**src/rtl/mul_acc.sv**
```systemverilog
// mul_acc: serial unsigned multiply-accumulate, p = a*b + c.
//
// One multiplier bit is consumed per clock into a 64-bit accumulator that
// starts at the zero-extended addend, so every operation takes exactly 33
// clocks from the start strobe to the completion pulse, whatever the operands.
// A start strobe in any state aborts the operation in flight and restarts.
//
// Ports
//   clk   - clock, all state changes on the rising edge
//   rst   - asynchronous active-high reset
//   en    - start strobe; loads a, b, c and begins a new operation
//   a     - unsigned multiplicand (WIDTH bits)
//   b     - unsigned multiplier (WIDTH bits)
//   c     - unsigned addend (WIDTH bits)
//   p     - registered result a*b+c (2*WIDTH bits), held until next completion
//   ov    - registered flag: upper WIDTH bits of p are non-zero
//   done  - one-cycle completion pulse
//   busy  - high while an operation is in progress
module mul_acc #(
    parameter int WIDTH = 32
) (
    input  logic                 clk,
    input  logic                 rst,
    input  logic                 en,
    input  logic [WIDTH-1:0]     a,
    input  logic [WIDTH-1:0]     b,
    input  logic [WIDTH-1:0]     c,
    output logic [2*WIDTH-1:0]   p,
    output logic                 ov,
    output logic                 done,
    output logic                 busy
);

    localparam int CW = $clog2(WIDTH);

    typedef enum logic [1:0] {
        IDLE = 2'd0,
        RUN  = 2'd1,
        FIN  = 2'd2
    } state_t;

    state_t                 state_r, state_s;
    logic [2*WIDTH-1:0]     acc_r, acc_s;
    logic [WIDTH-1:0]       a_r, a_s;
    logic [WIDTH-1:0]       b_r, b_s;
    logic [CW-1:0]          cnt_r, cnt_s;
    logic [2*WIDTH-1:0]     p_s;
    logic                   ov_s;
    logic                   done_s;
    logic                   busy_s;
    logic [2*WIDTH-1:0]     a_shift_s;

    // Multiplicand aligned to the weight of the multiplier bit being consumed.
    assign a_shift_s = {{WIDTH{1'b0}}, a_r} << cnt_r;

    // Next-state and datapath update; en overrides whatever state we are in.
    always_comb begin
        state_s = state_r;
        acc_s   = acc_r;
        a_s     = a_r;
        b_s     = b_r;
        cnt_s   = cnt_r;
        p_s     = p;
        ov_s    = ov;
        done_s  = 1'b0;
        busy_s  = busy;

        if (en) begin
            a_s     = a;
            b_s     = b;
            acc_s   = {{WIDTH{1'b0}}, c};
            cnt_s   = {CW{1'b0}};
            busy_s  = 1'b1;
            state_s = RUN;
        end else begin
            case (state_r)
                IDLE: begin
                    busy_s = 1'b0;
                end
                RUN: begin
                    if (b_r[cnt_r]) begin
                        acc_s = acc_r + a_shift_s;
                    end else begin
                        acc_s = acc_r;
                    end
                    cnt_s = cnt_r + {{(CW-1){1'b0}}, 1'b1};
                    if (cnt_r == CW'(WIDTH - 1)) begin
                        state_s = FIN;
                    end else begin
                        state_s = RUN;
                    end
                end
                FIN: begin
                    p_s     = acc_r;
                    ov_s    = |acc_r[2*WIDTH-1:WIDTH];
                    done_s  = 1'b1;
                    busy_s  = 1'b0;
                    state_s = IDLE;
                end
                default: begin
                    busy_s  = 1'b0;
                    state_s = IDLE;
                end
            endcase
        end
    end

    // State and output registers with asynchronous clear.
    always_ff @(posedge clk or posedge rst) begin
        if (rst) begin
            state_r <= IDLE;
            acc_r   <= {(2*WIDTH){1'b0}};
            a_r     <= {WIDTH{1'b0}};
            b_r     <= {WIDTH{1'b0}};
            cnt_r   <= {CW{1'b0}};
            p       <= {(2*WIDTH){1'b0}};
            ov      <= 1'b0;
            done    <= 1'b0;
            busy    <= 1'b0;
        end else begin
            state_r <= state_s;
            acc_r   <= acc_s;
            a_r     <= a_s;
            b_r     <= b_s;
            cnt_r   <= cnt_s;
            p       <= p_s;
            ov      <= ov_s;
            done    <= done_s;
            busy    <= busy_s;
        end
    end

endmodule

```
**config.mk**
```make
export PLATFORM = sky130hd
export DESIGN_NAME = mul_acc
export DESIGN_NICKNAME = d
export VERILOG_FILES = /design/src/rtl/mul_acc.sv
export SDC_FILE = /design/constraint.sdc
export NUM_CORES = 1
export LEC_CHECK = 0
export CELL_PAD_IN_SITES_DETAIL_PLACEMENT = 1
export CELL_PAD_IN_SITES_GLOBAL_PLACEMENT = 2
export CORE_ASPECT_RATIO = 1.5
export CORE_MARGIN = 1
export CORE_UTILIZATION = 39
export CTS_CLUSTER_SIZE = 12
export DETAILED_ROUTE_END_ITERATION = 10
export PLACE_DENSITY = 0.91
export RECOVER_POWER = 100
export SLEW_MARGIN = 10
export SYNTH_ARGS = -nofsm -noshare
export SYNTH_HDL_FRONTEND = slang
export SYNTH_SLANG_ARGS = --single-unit
```
**constraint.sdc**
```tcl
create_clock -name clk -period 23.3 [get_ports clk]
set_input_delay 6.99 -clock clk [delete_from_list [all_inputs] [get_ports clk]]
set_output_delay 6.99 -clock clk [all_outputs]
set_load 0.02 [all_outputs]
```
# Yosys cells after proc, flatten, opt, wreduce, memory -nomap -nowiden
# Index checks and enable logic that the tools add are counted.
[op_classes] add_sub_neg=2 mul=0 div_mod_pow=0 n_lt_le_gt_ge=1 n_eq_ne=5 shift=1 mux=14 bitwise=1 n_reduce_logical=6
[op_table] operator="$mux W64" n=3
[op_table] operator="$add A64 B64 Y64" n=1
[op_table] operator="$shl A32 B5 Y64" n=1
[op_table] operator="$reduce_or A32 Y1" n=1
[op_table] operator="$mux W5" n=2
[op_table] operator="$lt A5 B6 Y1 const B" n=1
[op_table] operator="$add A5 B1 Y5 const B" n=1
[op_table] operator="$bmux W1 S5" n=1
[op_table] operator="$eq A5 B5 Y1 const B" n=1
[op_table] operator="$mux W1" n=5
[op_table] operator="$mux W2" n=2
[op_table] operator="$ne A2 B2 Y1 const B" n=2
[op_table] operator="$pmux W2 S2" n=1
[op_table] operator="$reduce_and A2 Y1" n=2
[op_table] operator="$reduce_bool A2 Y1" n=2
[op_table] operator="$eq A2 B1 Y1 const B" n=1
[op_table] operator="$eq A2 B2 Y1 const B" n=1
[op_table] operator="$logic_not A2 Y1" n=1
[op_table] operator="$not A1 Y1" n=1
[totals] regBits=202 latchBits=0 ramBits=0 romBits=0 out_inout_bits=67 wordCells=39 memories=0

# Depth between registers and ports, before layout
[logic_depth] word_depth=5 mapped_depth=22

# Worst setup path after synthesis
# OpenSTA, ideal clock, no wires.
[synth_timing] kind="in2reg" from="input en" to="register p[10]" setup_ps=125 t_arrival_ps=8377 required_ps=23175 path_slack_ps=14798 cell_stages=4 n_path_buf=2 cell_sequence="nor3b_1 clkbuf_1 clkbuf_1 mux2_2"
[synth_between] elab_chain_len=2
[synth_lines] item="from (decl)" line="24" text="input logic en,"
[synth_lines] item="$not A1 Y1 (no line)"
[synth_lines] item="$reduce_and A2 Y1 (no line)"
[synth_lines] item="to (signal assigned)" line="116" text="p <= {(2*WIDTH){1'b0}};"
[synth_lines] item="to (signal assigned)" line="126" text="p <= p_s;"
[synth_lines] item="to (decl)" line="28" text="output logic [2*WIDTH-1:0] p,"
# No other way between the ends.
# A chain may end at the register's enable or synchronous reset.

==> results by stage <==
Detailed routing:
- The remaining antenna violation count is 0.
- For this run, design rule violations remaining after detail routing come to 0.
- The violation count after the first detailed-route iteration is 539.
- The total via count after detailed routing is 11464.
- Dividing the detail-routed wire length by the instance count gives 21.9 um.
- The first TritonRoute pass finished after 4 iterations.
- The routed design has 44000 um of wire.
- The mean number of vias per cell is 5.71.

Place:
- The routability congestion estimate from global placement is 0.902.
- The detailed-placement wirelength estimate is 33500 um.
- The number of I/O port buffers is 165.

Logic synthesis:
- The synthesized area divided by synthesized cell count is 9.70 um^2.
- The number of synthesized register bits is 202.
- The post-synthesis instance area is 13700 um^2.
- The number of enable flip-flop cells after synthesis is 0.
- The number of warning messages in the yosys log is 0.
- For this run, the leading register cell type out of synthesis is dfrtp_1.
- The sequential fraction of the synthesis area is 36.8%.
- In the synthesized netlist, the number of instances is 1416.
- Of all flip-flops after synthesis, the portion carrying an async set or reset was 100%.
- The number of different library cells in the post-synthesis netlist is 72.
- Synthesis produced a netlist with a net count of 1581.

Power:
- The total power of the final layout is 1390 uW.
- The worst ir drop on vdd is 0.0523 mV.
- The total power divided by cell area is 84.6 nW/um^2.
- The standby leakage power is 0.00732 uW.

CTS:
- Clock tree synthesis selected as its root buffer the cell clkbuf_16.
- The clock drives 202 sinks.
- The number of buffers added for setup after CTS is 0.
- In this run the number of H-tree levels came out at 1.
- The CTS tree is yes.
- The deepest clock path buffer count is 3.
- The hold-fix buffer count after cts is 0.
- The clock-pin transition on the worst setup and hold timing paths is 0.06 ns.
- The number of gates resized after cts is 0.
- Counting the buffers created by CTS gives 23.
- The insertion delay of the later-clocked pin in the worst-skew pair is 0.55 ns.

Final layout:
- The share of final-layout standard cells stronger than drive strength 1 is 14.7%.
- The count of inserted antenna diode cells is 0.
- In the final design database the tool counted 1691 nets.
- The area growth from synthesis to layout is 19.5%.

Worst setup path:
- The dominant delay contributor by cell family on the critical path is buffers and inverters.
- The data arrival time of the worst path is 13.77 ns.
- The data required time at the worst endpoint is 22.75 ns.
- In this run the critical register-to-register path is launched from cnt_r[1].
- Along the worst path, the maximum fanout reaches 127.
- STA classifies the critical path startpoint as a primary input.
- The critical path contains buffers and inverters numbering 3 combined.
- The nature of the critical path endpoint is an async pin.
- The beginning of the critical path is rst.
- Walking the worst path, the cells encountered are dlygate4sd3_1 -> clkinvlp_2 -> clkbuf_1.
- In this design, the stage delay of the slowest critical-path cell is 3.18 ns.
- The worst setup path is of the in2async kind.
- On the critical path, the stage with the largest delay is an instance of clkinvlp_2.

Run status:
- The flow ran to the end, but the final reports show violations.
- The final reports fail on max-capacitance violations, max-slew violations.

Timing:
- The number of max-slew violations in the final report came to 444.
- Setup repair after global routing left no endpoint under its margin.
- For the final database, setup skew stands at 0.0147 ns.
- The post-route minimum period is 14.32 ns.
- The relative slew slack is -290%.
- The part of the cycle the worst path needs is 61.4%.
- The sum of negative setup slack is 0 ns.
- At the pin with the least slew margin, the transition time is 5.86 ns.
- The timing-limited maximum frequency is 0.0699 GHz.
- The number of setup violations in the final report is 0.
- The final hold violation count is 0.

Job:
- The max-capacitance violation count is 7.

Min path:
- The min-delay analysis places its worst path in the category reg2reg.
- The start point of the worst hold path is p[46].

Floorplan:
- The vertical die dimension is 232 um.
- The I/O pin count is 166.
- The die covers 36000 um^2.
- The die width is 155 um.
- The floorplan has 83 rows.
- The area inside the core boundary is 34500 um^2.
- The initial utilization of the core area, before any placement, comes to 39.8%.

Global route:
- The initial antenna violation count is 0.
- Global routing used 24.9% of the available tracks.
- Entering global routing, the biggest net connects 128 pins.
- The final global-route overflow total is 0.
- The via count of the first global-routing pass is 12374.
- The first global-routing pass estimated 69800 um of wire.
[worst reg2reg max path, delay by kind of cell (launching register included)]
kind                       cells  cell delay [ns]
muxes                          2             0.42
xor gates and xnor gates       1             0.18
buffers and inverters          1             0.57
DFF                            1             1.00
and+or+nand+nor                2             0.37
adders and majority gates      1             0.45
AOI/OAI and AO/OA             10             3.09
[cells by family after synthesis]
logic type,synth area share (%)
muxes,21.2
and+or+nand+nor,12.3
AOI/OAI and AO/OA,16.7
DFF,36.8
xor gates and xnor gates,3.44
buffers and inverters,3.57
adders and majority gates,6.07
[Yosys cell counts, types with 12 or more instances]
cell type / n / area share, %
and2_1: 12 / 0.55
mux4_2: 28 / 4.6
nand4_1: 27 / 1.2
o21bai_1: 17 / 0.93
o22ai_1: 17 / 0.77
a21o_1: 33 / 1.8
nand3_1: 18 / 0.66
mux2i_1: 51 / 3.7
clkbuf_1: 77 / 2.1
xnor2_1: 31 / 2.0
nor3_1: 13 / 0.47
o21ai_0: 91 / 3.3
dfrtp_1: 202 / 37
a21oi_1: 106 / 3.9
ha_1: 65 / 5.9
nor2_1: 88 / 2.4
xor2_1: 23 / 1.5
nand2_1: 161 / 4.4
inv_1: 31 / 0.85
mux2_2: 151 / 12
[worst paths after layout]
kind | depth (start not counted) | endpoint | slack [ns]
max in group clk | 5 | acc_r[63] | 11.50
min in group asynchronous | 2 | p[2] | 8.67
worst min-delay path | 1 | p[46] | 0.50
worst max-delay path | 3 | cnt_r[0] | 8.98
worst max register to register | 17 | acc_r[61] | 17.08
worst min register to register | 1 | p[46] | 0.50
[cell type report]
| type | instances | area (um^2) |
|---|---|---|
| well taps | 467 | 584 |
| clock inverters | 8 | 82.6 |
| repair buffers | 175 | 1700 |
| multi-input cells | 1087 | 8180 |
| inverters | 37 | 140 |
| fillers | 3851 | 18100 |
| clock buffers | 32 | 669 |
| flip-flops and latches | 202 | 5060 |
[per-layer routing]
metal  vias up  share of wire, %  global-route usage [%]
met1      5733                38                    27.6
met5         -                 0                       0
li1       5420                 -                       -
met4         0               2.9                    8.03
met3        64               2.9                    1.90
met2       247                56                    49.3
[flip-flops by register name, indices dropped and copies added, names as in the netlist, 2 cells and up]
| name | flops |
|---|---|
| cnt_r | 5 |
| b_r | 32 |
| state_r | 2 |
| acc_r | 64 |
| p | 64 |
| a_r | 32 |
[through the flow]
| stage | std cells | util (%) | worst slack [ns] | hold slack (ns) | cell area [um^2] |
|---|---|---|---|---|---|
| after floorplan | 1416 | - | 10.80 | 0.475 | 13700 |
| after global placement | 1968 | 45.6 | 14.08 | 0.485 | 15700 |
| after detailed placement | 1968 | 45.6 | 13.95 | 0.492 | 15700 |
| after CTS | 2008 | 47.7 | 14.55 | 0.505 | 16500 |
| after global routing | 2008 | 47.6 | 7.22 | 0.508 | 16400 |
| final | 2008 | 47.6 | 8.98 | 0.497 | 16400 |
[where the power goes]
| group | total (uW) | leakage (uW) | internal (uW) | switching [uW] |
|---|---|---|---|---|
| Sequential | 435 | 0.00260 | 389 | 45.8 |
| Clock | 366 | 0.000374 | 212 | 154 |
| Combinational | 587 | 0.00434 | 238 | 349 |
[placed cells by master (no fill, tap or decap), types with 51 or more instances in the layout]
cell	instances
mux2i_1	51
a21oi_1	106
nor2_1	89
o21ai_0	92
dfrtp_1	200
nand2_1	161
ha_1	65
clkdlybuf4s50_1	96
mux2_2	145
dlygate4sd3_1	68
Power figures use the tool's default switching activity.
